**src/rtl/rom_arbiter.sv**
```systemverilog
`default_nettype none
// ============================================================================
//  Module      : rom_arbiter
//  Description : Round-robin arbiter sharing one 64K byte ROM between a CPU
//                port and a blitter port; fixed 4-cycle access.
//  Revision    : 1.0 - initial release
// ============================================================================
module rom_arbiter (
    input  logic        clock_i,
    input  logic        reset_n_i,
    input  logic        cpu_req_i,
    input  logic [15:0] cpu_address_i,
    output logic        cpu_ack_o,
    output logic [7:0]  cpu_data_o,
    input  logic        blt_req_i,
    input  logic [15:0] blt_address_i,
    output logic        blt_ack_o,
    output logic [7:0]  blt_data_o,
    output logic [15:0] rom_address_o,
    input  logic [7:0]  rom_data_i,
    output logic        busy_o
);

    localparam logic [1:0] ST_IDLE  = 2'd0;
    localparam logic [1:0] ST_ISSUE = 2'd1;
    localparam logic [1:0] ST_WAIT  = 2'd2;
    localparam logic [1:0] ST_ACK   = 2'd3;

    localparam logic GRANT_CPU = 1'b0;
    localparam logic GRANT_BLT = 1'b1;

    logic [1:0]  state_q,       state_d;
    logic [15:0] rom_address_q, rom_address_d;
    logic        grant_id_q,    grant_id_d;
    logic        last_grant_q,  last_grant_d;
    logic [7:0]  cpu_data_q,    cpu_data_d;
    logic [7:0]  blt_data_q,    blt_data_d;

    logic        w_winner;
    logic        w_any_req;

    // On a tie the port that did not win last time gets the slot.
    always_comb begin
        w_any_req = cpu_req_i | blt_req_i;
        if (cpu_req_i && blt_req_i) begin
            w_winner = ~last_grant_q;
        end else if (blt_req_i) begin
            w_winner = GRANT_BLT;
        end else begin
            w_winner = GRANT_CPU;
        end
    end

    always_comb begin
        state_d       = state_q;
        rom_address_d = rom_address_q;
        grant_id_d    = grant_id_q;
        last_grant_d  = last_grant_q;
        cpu_data_d    = cpu_data_q;
        blt_data_d    = blt_data_q;
        case (state_q)
            ST_IDLE: begin
                if (w_any_req) begin
                    state_d       = ST_ISSUE;
                    grant_id_d    = w_winner;
                    last_grant_d  = w_winner;
                    rom_address_d = (w_winner == GRANT_BLT) ? blt_address_i : cpu_address_i;
                end
            end
            ST_ISSUE: begin
                state_d = ST_WAIT;
            end
            ST_WAIT: begin
                state_d = ST_ACK;
                if (grant_id_q == GRANT_BLT) begin
                    blt_data_d = rom_data_i;
                end else begin
                    cpu_data_d = rom_data_i;
                end
            end
            ST_ACK: begin
                state_d = ST_IDLE;
            end
            default: begin
                state_d = ST_IDLE;
            end
        endcase
    end

    // Reset also aborts any in-flight access: no ack and no capture follow.
    always_ff @(posedge clock_i) begin
        if (!reset_n_i) begin
            state_q       <= ST_IDLE;
            rom_address_q <= 16'h0000;
            grant_id_q    <= GRANT_CPU;
            last_grant_q  <= GRANT_BLT;
            cpu_data_q    <= 8'h00;
            blt_data_q    <= 8'h00;
        end else begin
            state_q       <= state_d;
            rom_address_q <= rom_address_d;
            grant_id_q    <= grant_id_d;
            last_grant_q  <= last_grant_d;
            cpu_data_q    <= cpu_data_d;
            blt_data_q    <= blt_data_d;
        end
    end

    assign cpu_ack_o     = (state_q == ST_ACK) && (grant_id_q == GRANT_CPU);
    assign blt_ack_o     = (state_q == ST_ACK) && (grant_id_q == GRANT_BLT);
    assign cpu_data_o    = cpu_data_q;
    assign blt_data_o    = blt_data_q;
    assign rom_address_o = rom_address_q;
    assign busy_o        = (state_q != ST_IDLE);

endmodule
`default_nettype wire
```
**config.mk**
```make
export PLATFORM = sky130hd
export DESIGN_NAME = rom_arbiter
export DESIGN_NICKNAME = d
export VERILOG_FILES = /design/src/rtl/rom_arbiter.sv
export SDC_FILE = /design/constraint.sdc
export NUM_CORES = 1
export LEC_CHECK = 0
export CELL_PAD_IN_SITES_DETAIL_PLACEMENT = 1
export CELL_PAD_IN_SITES_GLOBAL_PLACEMENT = 2
export CORE_MARGIN = 2
export CORE_UTILIZATION = 22
export DETAILED_ROUTE_END_ITERATION = 16
export HOLD_SLACK_MARGIN = 0.15
export PLACE_DENSITY = 0.88
export SYNTH_ARGS = -nofsm -noshare
export SYNTH_HDL_FRONTEND = slang
export SYNTH_SLANG_ARGS = --single-unit
```
**constraint.sdc**
```tcl
create_clock -name clock_i -period 3.15 [get_ports clock_i]
set_input_delay 0.63 -clock clock_i [delete_from_list [all_inputs] [get_ports clock_i]]
set_output_delay 0.63 -clock clock_i [all_outputs]
set_load 0.005 [all_outputs]
```
* Word level (Yosys, flattened, before mapping)
Cells that the tools add are included.
** Storage, ports and cells
- Bits of input ports :: 44
- Output and inout bits :: 35
- Flip-flop bits (word level) :: 36
** Operators by class
- Bitwise logic cells :: 3
- Multiplexer cells :: 5
- Eq/ne operators :: 4
- Reductions and logical operators :: 8
** Operators by type and width (count)
- 16-bit 2-to-1 mux :: 1
- 2-bit case mux with 4 select lines :: 1
- 2-bit AND reduction :: 3
- 2-bit equality test, second input constant :: 2
- 1-bit logical AND :: 3
- 2-bit by 1-bit equality test with 1-bit output, second input constant :: 1
- 2-bit logical NOT :: 1
- 1-bit 2-to-1 mux :: 2
- 2-bit 2-to-1 mux :: 1
- 2-bit != test, second input constant :: 1
- 1-bit NOT :: 2
- 2-bit nonzero test :: 1
- 1-bit OR :: 1

* Depth between registers and ports, before layout
- Word-level depth :: 3
- Depth in mapped cells :: 6
- Gate-level depth less buffers :: 5

* Worst setup path before layout
No wires, ideal clock.
- Path type :: register -> output
- From :: register grant_id_q
- To :: output port blt_ack_o
- Buffers on the path :: 1
- Required time :: 2520 ps
- Stages on the path, launching flop included :: 3
- Data arrival time :: 787 ps
- Setup slack :: 1733 ps
- Cells stage by stage :: dfxtp_1 > clkbuf_1 > and2_1
** Between the ends
- Longest elaborated chain between the ends :: 1
** RTL lines
- start: declaration :: line 34 : logic grant_id_q, grant_id_d;
- start signal: assignment :: line 102 : grant_id_q <= grant_id_d;
- 1-bit logical AND :: line 110 : assign blt_ack_o = (state_q == ST_ACK) && (grant_id_q == GRANT_BLT);
- end: declaration :: line 17 : output logic blt_ack_o,
Every way passes these cells.

* Worst setup path after layout
- From :: register state_q[0]
- To :: output port busy_o
** Between the ends
- Longest elaborated chain between the ends :: 1
** RTL lines
- start: declaration :: line 32 : logic [1:0] state_q, state_d;
- start signal: assignment :: line 100 : state_q <= state_d;
- 2-bit nonzero test :: line 114 : assign busy_o = (state_q != ST_IDLE);
- end: declaration :: line 21 : output logic busy_o
Every way passes these cells.

==> results.py <==
metrics = {
    "run_status": {
        "outcome": "finished clean",
    },
    "placement": {
        "dp_hpwl_um": 3560,
        "gp_congestion": 0.723,
        "pre_cts_slack_ns": 0.873,
        "io_buffers": 78,
        "dp_cells": 351,
    },
    "setup_path": {
        "critPathRequiredTime_ns": 2.52,
        "endpoint_kind": "output port",
        "crit_type": "reg -> out",
        "startpoint_type": "flip-flop",
        "arrival_ns": 1.59,
        "path_max_fanout": 7,
        "worstRegToRegCells": 5,
    },
    "yosys": {
        "yosys_most_used_dff": "dfxtp_1",
        "ys_ff_latch": 36,
        "syn_area_per_cell_um2": 8.26,
        "yosysSeqAreaShare": 0.469,
        "synth-edff-count": 0,
        "async_flop_share": 0,
        "yosys_warnings": 0,
        "syn_nets": 234,
        "syn-instance-count": 186,
        "syn_area_um2": 1540,
        "synth_cell_types": 25,
    },
    "pwr": {
        "power.net_switching_w": 0.000573,
        "swShare": 0.340,
        "combPwrFrac": 0.413,
        "cellPowerDensity_nw_per_um2": 677,
        "vdd_ir_drop_max_v": 0.000190,
        "power.leakage_nw": 0.927,
        "internal-power_w": 0.00111,
        "sequentialPowerShare": 0.387,
        "p_clk_frac": 0.201,
    },
    "routing": {
        "wl_per_cell_um": 13.6,
        "wl_um": 4900,
        "vias_per_cell": 4.41,
        "drc": 0,
        "antenna_left": 0,
        "firstDrtPassIters": 4,
        "drtIter0Drc": 50,
        "num_vias": 1582,
    },
    "floorplan": {
        "core-area_um2": 6790,
        "die_h_um": 87.6,
        "die_area_um2": 7670,
        "start_util": 0.226,
        "rows": 30,
        "die_x_um": 87.6,
        "ios": 79,
    },
    "global_routing": {
        "grt_max_degree": 31,
        "grt_pass1_wl_um": 7870,
        "grt_pass1_vias": 1601,
        "antenna_found_initial": 0,
        "grtUsageTotal": 0.133,
        "grt-ovfl-total": 0,
    },
    "clocking": {
        "clockRootBuffer": "clkbuf_8",
        "insertion_delay_ns": 0.28,
        "cts_tree": "yes",
        "htree_levels": 2,
        "cts-hold-fix-buffers": 0,
        "clkTransAtPathRegs_ns": 0.07,
        "clock_sink_count": 36,
        "cts_resized": 0,
        "cts_buffers": 5,
        "clock_path_buffers": 2,
        "cts_setup_buffers": 0,
    },
    "job": {
        "drv_cap": 0,
    },
    "sta": {
        "rsz0062_at_grt": "false",
        "fmax_ghz": 0.450,
        "finalSetupViolCount": 0,
        "worst_slack_ns": 0.927,
        "worst_pin_slew_ns": 0.963,
        "hold_viol": 0,
        "relSlewSlack": 0.356,
        "finClkSkew_ns": 0.00432,
        "holdWs_ns": 0.471,
        "period_minus_slack_ns": 2.22,
        "tns_ns": 0,
        "final.period_utilization": 0.706,
        "slew_violations": 0,
    },
    "final_layout": {
        "final_util": 0.366,
        "n_fill_cell": 818,
        "layout-drive-gt1-share": 0.0456,
        "layout.nets": 310,
        "regArea_um2": 721,
        "n_antenna_cell": 0,
        "layout_commonest_cell": "clkdlybuf4s50_1",
        "layout_common_cells": "clkdlybuf4s50_1 (78), nand2_1 (42), dfxtp_1 (36)",
        "multi_input_area_um2": 747,
        "stdcell_count": 359,
        "syn_to_final_growth_pct": 61.9,
    },
    "min_path": {
        "min_path_cells": 2,
        "min_path_type": "reg -> reg",
    },
}
==> path summary, 6_finish.rpt <==
kind,start,slack [ns],to
worst max register to register,state_q[0],1.38,cpu_data_o[0]
worst min-delay path,cpu_data_o[6],0.47,cpu_data_o[6]
worst max-delay path,state_q[0],0.93,busy_o
worst min register to register,cpu_data_o[6],0.47,cpu_data_o[6]
==> cell families after synthesis <==
| logic type | Yosys count | share of synthesized area |
|---|---|---|
| compound gates | 72 | 0.282 |
| simple gates | 59 | 0.165 |
| flops | 36 | 0.469 |
| buf+inv | 14 | 0.0448 |
| fa+ha+maj | 4 | 0.0326 |
| mux | 1 | 0.00651 |
==> worst max-delay path: stages (launching register included) <==
cell and delay [ns]:
dfxtp_1 0.36, inv_1 0.09, ha_1 0.29, inv_1 0.08
clkdlybuf4s50_1 0.49
==> metal layers <==
| layer | global-route usage | up-vias | share of wire |
|---|---|---|---|
| met5 | 0 | - | 0 |
| met4 | 0.0462 | 0 | 0.012 |
| met3 | 0.0500 | 7 | 0.086 |
| met2 | 0.217 | 61 | 0.45 |
| met1 | 0.160 | 727 | 0.45 |
| li1 | - | 787 | - |
==> stage by stage <==
stage	cell area [µm²]	total power [W]
floorplan	1540	0.000994
global placement	2390	0.00135
detailed placement	2390	0.00137
CTS	2490	0.00172
global route	2490	0.00182
finish	2490	0.00168
==> synthesized netlist by cell type, types with 3 or more instances <==
cell type / instances / area [µm²]
nand2_1: 42 / 158
a21boi_0: 16 / 120
dfxtp_1: 36 / 721
nor2b_1: 4 / 25.0
inv_1: 3 / 11.3
clkbuf_1: 5 / 18.8
o21ai_0: 17 / 85.1
nand3_1: 8 / 40.0
a21oi_1: 33 / 165
buf_2: 4 / 20.0
ha_1: 4 / 50.1
==> power by group through the flow <==
stage               Combinational, W  Sequential [W]  Clock (W)
floorplan                   0.000342        0.000652          0
global placement            0.000689        0.000663          0
detailed placement          0.000707        0.000662          0
CTS                         0.000712        0.000654   0.000356
global route                0.000782        0.000667   0.000374
finish                      0.000695        0.000652   0.000338
==> registers in the layout, indices dropped and copies added, names as in the netlist <==
signal,flops
blt_data_o,8
cpu_data_o,8
grant_id_q,1
last_grant_q,1
rom_address_o,16
state_q,2
==> area by class of cell <==
class / count / area share
clock buffers: 6 / 0.0332
clock inverters: 2 / 0.00402
repair buffers: 80 / 0.320
flip-flops and latches: 36 / 0.290
well taps: 96 / 0.0483
inverters: 3 / 0.00453
multi-input cells: 136 / 0.300
(Power assumes the default switching activity.)
